`src/rtl/fc_pkg.sv`:
```
// Shared definitions for the fully-connected layer serializer: the
// serializer state type, the default word width and the index-width helper.
package fc_pkg;

    typedef enum logic {
        eIDLE = 1'b0,
        eSEND = 1'b1
    } fc_ser_state_t;

    localparam int FC_WORD_SIZE = 16;

    // Width of a counter that must hold 0..n-1; never narrower than one bit.
    function automatic int fc_idx_width(input int n);
        return (n <= 1) ? 1 : $clog2(n);
    endfunction

endpackage

```
`src/rtl/fc_word_counter.sv`:
```
// Word index counter for the serializer. It counts 0..N-1, saturates at
// N-1 (no wrap) and flags the terminal count so the parent can mark the
// final word of a vector.
module fc_word_counter
    import fc_pkg::*;
#(
    parameter  int N = 2,
    localparam int W = fc_idx_width(N)
) (
    input  logic         i_clk,
    input  logic         i_rst_n,
    input  logic         i_clear,
    input  logic         i_en,
    output logic [W-1:0] o_count,
    output logic         o_tc
);

    localparam logic [W-1:0] LP_LAST = W'(N - 1);

    logic [W-1:0] r_count;

    // Clear wins over enable; enable advances only below the terminal count.
    always_ff @(posedge i_clk or negedge i_rst_n) begin
        if (!i_rst_n) begin
            r_count <= '0;
        end else if (i_clear) begin
            r_count <= '0;
        end else if (i_en && (r_count != LP_LAST)) begin
            r_count <= r_count + W'(1);
        end
    end

    assign o_count = r_count;
    assign o_tc    = (r_count == LP_LAST);

endmodule

```
`src/rtl/fc_serializer.sv`:
```
// Parallel-to-serial converter for the output of a fully-connected layer.
// A whole LAYER_HEIGHT-word vector is captured on a valid/ready handshake and
// its words are written one per cycle (word 0 first) into the next layer's
// FIFO through a full/write-enable interface.
//
// Handshakes:
//   upstream   - a vector transfers on a rising edge where valid_i && ready_o.
//                ready_o is high in eIDLE and in the cycle the final word of
//                the current vector is written, so back-to-back vectors have
//                no bubble. ready_o depends combinationally on full_i.
//   downstream - a word transfers on a rising edge where wen_o is high.
//                wen_o = (state == eSEND) && !full_i; while full_i is high
//                nothing advances and data_o holds.
//
// Build option: define FC_SERIALIZER_RELU_EN to clamp negative words to zero
// as they are serialized. Without it the words pass through unchanged.
//
// state_o exposes the FSM state for observation.
module fc_serializer
    import fc_pkg::*;
#(
    parameter int WORD_SIZE    = FC_WORD_SIZE,
    parameter int LAYER_HEIGHT = 2
) (
    input  logic                                  clk_i,
    input  logic                                  reset_n_i,
    input  logic                                  valid_i,
    output logic                                  ready_o,
    input  logic [LAYER_HEIGHT-1:0][WORD_SIZE-1:0] data_i,
    input  logic                                  full_i,
    output logic                                  wen_o,
    output logic [WORD_SIZE-1:0]                  data_o,
    output logic                                  last_o,
    output fc_ser_state_t                         state_o
);

    localparam int IDX_W = fc_idx_width(LAYER_HEIGHT);

    fc_ser_state_t                          r_state;
    logic [LAYER_HEIGHT-1:0][WORD_SIZE-1:0] r_vec;

    logic             w_wen;
    logic             w_last;
    logic             w_ready;
    logic             w_accept;
    logic             w_tc;
    logic [IDX_W-1:0] w_index;
    logic [WORD_SIZE-1:0] w_word;

    assign w_wen    = (r_state == eSEND) && !full_i;
    assign w_last   = w_wen && w_tc;
    assign w_ready  = (r_state == eIDLE) || w_last;
    assign w_accept = valid_i && w_ready;

    // The index restarts on a new vector and also after the final word, so
    // an idle serializer always points at word 0.
    fc_word_counter #(
        .N (LAYER_HEIGHT)
    ) u_counter (
        .i_clk   (clk_i),
        .i_rst_n (reset_n_i),
        .i_clear (w_accept || w_last),
        .i_en    (w_wen),
        .o_count (w_index),
        .o_tc    (w_tc)
    );

    // FSM: capture a vector on accept, return to idle after its final word
    // unless the next vector is accepted in that same cycle.
    always_ff @(posedge clk_i or negedge reset_n_i) begin
        if (!reset_n_i) begin
            r_state <= eIDLE;
            r_vec   <= '0;
        end else if (w_accept) begin
            r_state <= eSEND;
            r_vec   <= data_i;
        end else if (w_last) begin
            r_state <= eIDLE;
        end
    end

    // Word select: mux the held vector by the current index.
    always_comb begin
        w_word = '0;
        for (int i = 0; i < LAYER_HEIGHT; i++) begin
            if (w_index == IDX_W'(i)) begin
                w_word = r_vec[i];
            end
        end
    end

`ifdef FC_SERIALIZER_RELU_EN
    assign data_o = w_word[WORD_SIZE-1] ? '0 : w_word;
`else
    assign data_o = w_word;
`endif

    assign ready_o = w_ready;
    assign wen_o   = w_wen;
    assign last_o  = w_last;
    assign state_o = r_state;

endmodule

```
`config.mk`:
```
export PLATFORM = sky130hd
export DESIGN_NAME = fc_serializer
export DESIGN_NICKNAME = d
export VERILOG_FILES = /design/src/rtl/fc_pkg.sv /design/src/rtl/fc_word_counter.sv /design/src/rtl/fc_serializer.sv
export SDC_FILE = /design/constraint.sdc
export NUM_CORES = 1
export LEC_CHECK = 0
export ABC_AREA = 1
export BUFFER_PORTS_ARGS = -buffer_cell sky130_fd_sc_hd__buf_2
export CORE_ASPECT_RATIO = 1.25
export CORE_MARGIN = 3
export CORE_UTILIZATION = 55
export CTS_BUF_LIST = sky130_fd_sc_hd__clkbuf_8
export CTS_CLUSTER_SIZE = 28
export DETAILED_ROUTE_END_ITERATION = 7
export GPL_TIMING_DRIVEN = 0
export HOLD_SLACK_MARGIN = 0.08
export PLACE_DENSITY = 0.89
export SETUP_SLACK_MARGIN = 0.4
export SLEW_MARGIN = 40
export SYNTH_ARGS = -nofsm -noshare
export SYNTH_HDL_FRONTEND = slang
export SYNTH_SLANG_ARGS = --single-unit
```
`constraint.sdc`:
```
create_clock -name clk_i -period 2 [get_ports clk_i]
set_input_delay 0.2 -clock clk_i [delete_from_list [all_inputs] [get_ports clk_i]]
set_output_delay 0.2 -clock clk_i [all_outputs]
set_load 0.01 [all_outputs]
```
==> impl_metrics.env <==
export IMPL_synth_net_count=239
export IMPL_x_dimension_of_the_die_um=54.1
export IMPL_dr_total_vias=1517
export IMPL_final_setup_viol_count=0
export IMPL_vdd_ir_drop_max_v=0.00115
export IMPL_holdWs_ps=147
export IMPL_worst_path_maximum_fanout=10
export IMPL_post_dp_hpwl_um=2650
export IMPL_count_of_nets_after_finishing=302
export IMPL_die_height_um=66.1
export IMPL_clk_insertion_delay_late_ps=280
export IMPL_cts_num_sinks=34
export IMPL_cts_reportedPaths_clkPinSlew_ps=60
export IMPL_finClkSkew_ps=2.82
export IMPL_sum_of_overflow_across_all_layers_after_global_routing=0
export IMPL_finalCritPeriodShare=0.766
export IMPL_gp_congestion=0.808
export IMPL_die_area_mm2=0.00358
export IMPL_netlist_area_mm2=0.00159
export IMPL_post_synth_num_cell_types=13
export IMPL_rsz0062_at_grt="true"
export IMPL_fillers=232
export IMPL_finalCriticalPeriod_ps=1530
export IMPL_postPlaceCellArea_mm2=0.00190
export IMPL_pin_count=56
export IMPL_yosys_warnings=0
export IMPL_setup_slack_ps=469
export IMPL_worst_endpoint_data_arrival_time_ps=1330
export IMPL_hold_path_class="in -> reg"
export IMPL_largest_buffer_count_on_any_clock_path=2
export IMPL_number_of_global_route_vias_before_repair=1437
export IMPL_path_class="reg -> out"
export IMPL_multiInputGateArea_um2=634
export IMPL_io_buffers=54
export IMPL_placement_setup_worst_slack_ps=487
export IMPL_startpoint_type="flop"
export IMPL_p_per_area_mw_per_mm2=1440
export IMPL_crit_end_category="output pin"
export IMPL_placementRows=21
export IMPL_slew_viol_final=0
export IMPL_run_status="finished, final reports clean"
export IMPL_grt_antenna_before_repair=0
export IMPL_drc=0
export IMPL_power_w=0.00289
export IMPL_report_final_hold_viol_count=0
export IMPL_worst_slew_margin_rel=0.512
export IMPL_largest_net_degree_at_the_start_of_global_routing=35
export IMPL_detail_route_wl_per_cell_um=12.6
export IMPL_drv_cap=0
export IMPL_syn_area_per_cell_um2=7.83
export IMPL_gr_usage_all_layers=0.243
export IMPL_cts_tree="done"
export IMPL_dr_first_iter_drc_count=83
export IMPL_fin_setup_tns_ps=0
export IMPL_htreeDepth=2
export IMPL_ys_seq_elements=34
export IMPL_register_area_um2=851
export IMPL_drt_total_wl_um=3780
export IMPL_final_layout_size_suffix_gt1_frac=0.274
export IMPL_netlist_instances=203
export IMPL_initial_core_util=0.582
export IMPL_cts_root_buf="sky130_fd_sc_hd__clkbuf_8"
export IMPL_drt_pass1_iterations=4
export IMPL_detail_route_vias_per_cell=5.06
export IMPL_floorplan_core_area_mm2=0.00273
export IMPL_transition_time_of_the_tightest_slew_check_pin_ps=732
export IMPL_timing_critical_path_required_ps=1800
export IMPL_grt_first_pass_wirelength_um=6130
export IMPL_fmax_mhz=653
export IMPL_detail_route_antenna_nets=0
export IMPL_number_of_antenna_repair_diodes=0
export IMPL_postLayoutCellArea_mm2=0.00201
export IMPL_tritoncts_num_buffers=5
export IMPL_leakagePower_nw=1.21
export IMPL_synth_seq_area_share=0.535
export IMPL_area_growth_synth_to_final_pct=26.7
[cell families after synthesis]
kind of cell           synth area share
AOI/OAI and AO/OA                0.0150
buffers and inverters            0.0661
DFF                               0.535
and+or+nand+nor                   0.384
[state kept, by name, indices dropped and copies added (netlist names)]
register and cells:
r_vec 32, state_o 1, u_counter.o_count 1
[through the flow]
stage,std cells,util
after global routing,300,0.737
after floorplan,203,-
after global placement,291,0.696
final,300,0.737
after detailed placement,291,0.696
after CTS,300,0.733
[layer usage]
layer | vias up | track usage | part of all wire
met5 | - | 0 | 0
met4 | 0 | 0.112 | 0.019
met3 | 8 | 0.0587 | 0.061
met2 | 50 | 0.408 | 0.52
met1 | 705 | 0.286 | 0.40
li1 | 754 | - | -
[power breakdown]
group	switching (W)	internal (W)
logic	0.000740	0.000520
clock network	0.000220	0.000229
registers	0.000172	0.00101
total	0.00113	0.00176
[worst max-delay path, cell delays in order (launching register included)]
cell and delay, ps:
sky130_fd_sc_hd__dfrtp_1 360, sky130_fd_sc_hd__buf_4 170, sky130_fd_sc_hd__inv_6 110, sky130_fd_sc_hd__buf_6 150, sky130_fd_sc_hd__nand2_1 60, sky130_fd_sc_hd__nand2_1 70, sky130_fd_sc_hd__buf_2 130
[path summary, 6_finish.rpt]
check | startpoint | end | slack [ps] | cells past startpoint
worst max-delay path | u_counter.o_count | data_o[4] | 470 | 6
worst min-delay path | data_i[23] | r_vec[23] | 150 | 3
worst max register to register | u_counter.o_count | r_vec[4] | 630 | 8
worst min register to register | r_vec[21] | r_vec[21] | 470 | 2
max in group asynchronous | reset_n_i | r_vec[24] | 1020 | 2
min in group asynchronous | reset_n_i | r_vec[1] | 510 | 2
[cells in the mapped netlist]
master	instances	area share
sky130_fd_sc_hd__nand3_1	32	0.10
sky130_fd_sc_hd__buf_6	3	0.021
sky130_fd_sc_hd__o211ai_1	1	0.0047
sky130_fd_sc_hd__inv_4	1	0.0039
sky130_fd_sc_hd__dfrtp_1	34	0.54
sky130_fd_sc_hd__buf_2	1	0.0031
sky130_fd_sc_hd__nand2_1	116	0.27
sky130_fd_sc_hd__nand2_4	1	0.0071
sky130_fd_sc_hd__inv_1	3	0.0071
sky130_fd_sc_hd__o21ai_4	1	0.010
sky130_fd_sc_hd__nor2_1	1	0.0024
sky130_fd_sc_hd__buf_4	4	0.019
sky130_fd_sc_hd__clkbuf_1	5	0.012
[layout make-up]
class,instances,area share
clock inverter,2,0.00373
tap,34,0.0211
sequential,34,0.422
timing repair buffer,56,0.143
buffer,13,0.0509
multi-input combinational,152,0.315
inverter,4,0.00994
clock buffer,5,0.0342
[timing repair]
action                                 in CTS  in global routing
endpoints found under the hold margin      34                  0
pin swaps                                   1                  0
hold buffers                                1                  0
setup endpoints to repair                  13                 12
gates resized for setup                     3                  6
setup buffers                               1                  0
[cells in the final DEF, fill, tap and decap left out, drive strengths merged]
cell	n
o211ai	1
clkbuf	9
nor2	1
dlygate4sd3	1
dfrtp	34
o21ai	1
inv	6
nand2	117
buf	64
nand3	32
Note: power is estimated with default switching activity, not from simulation.
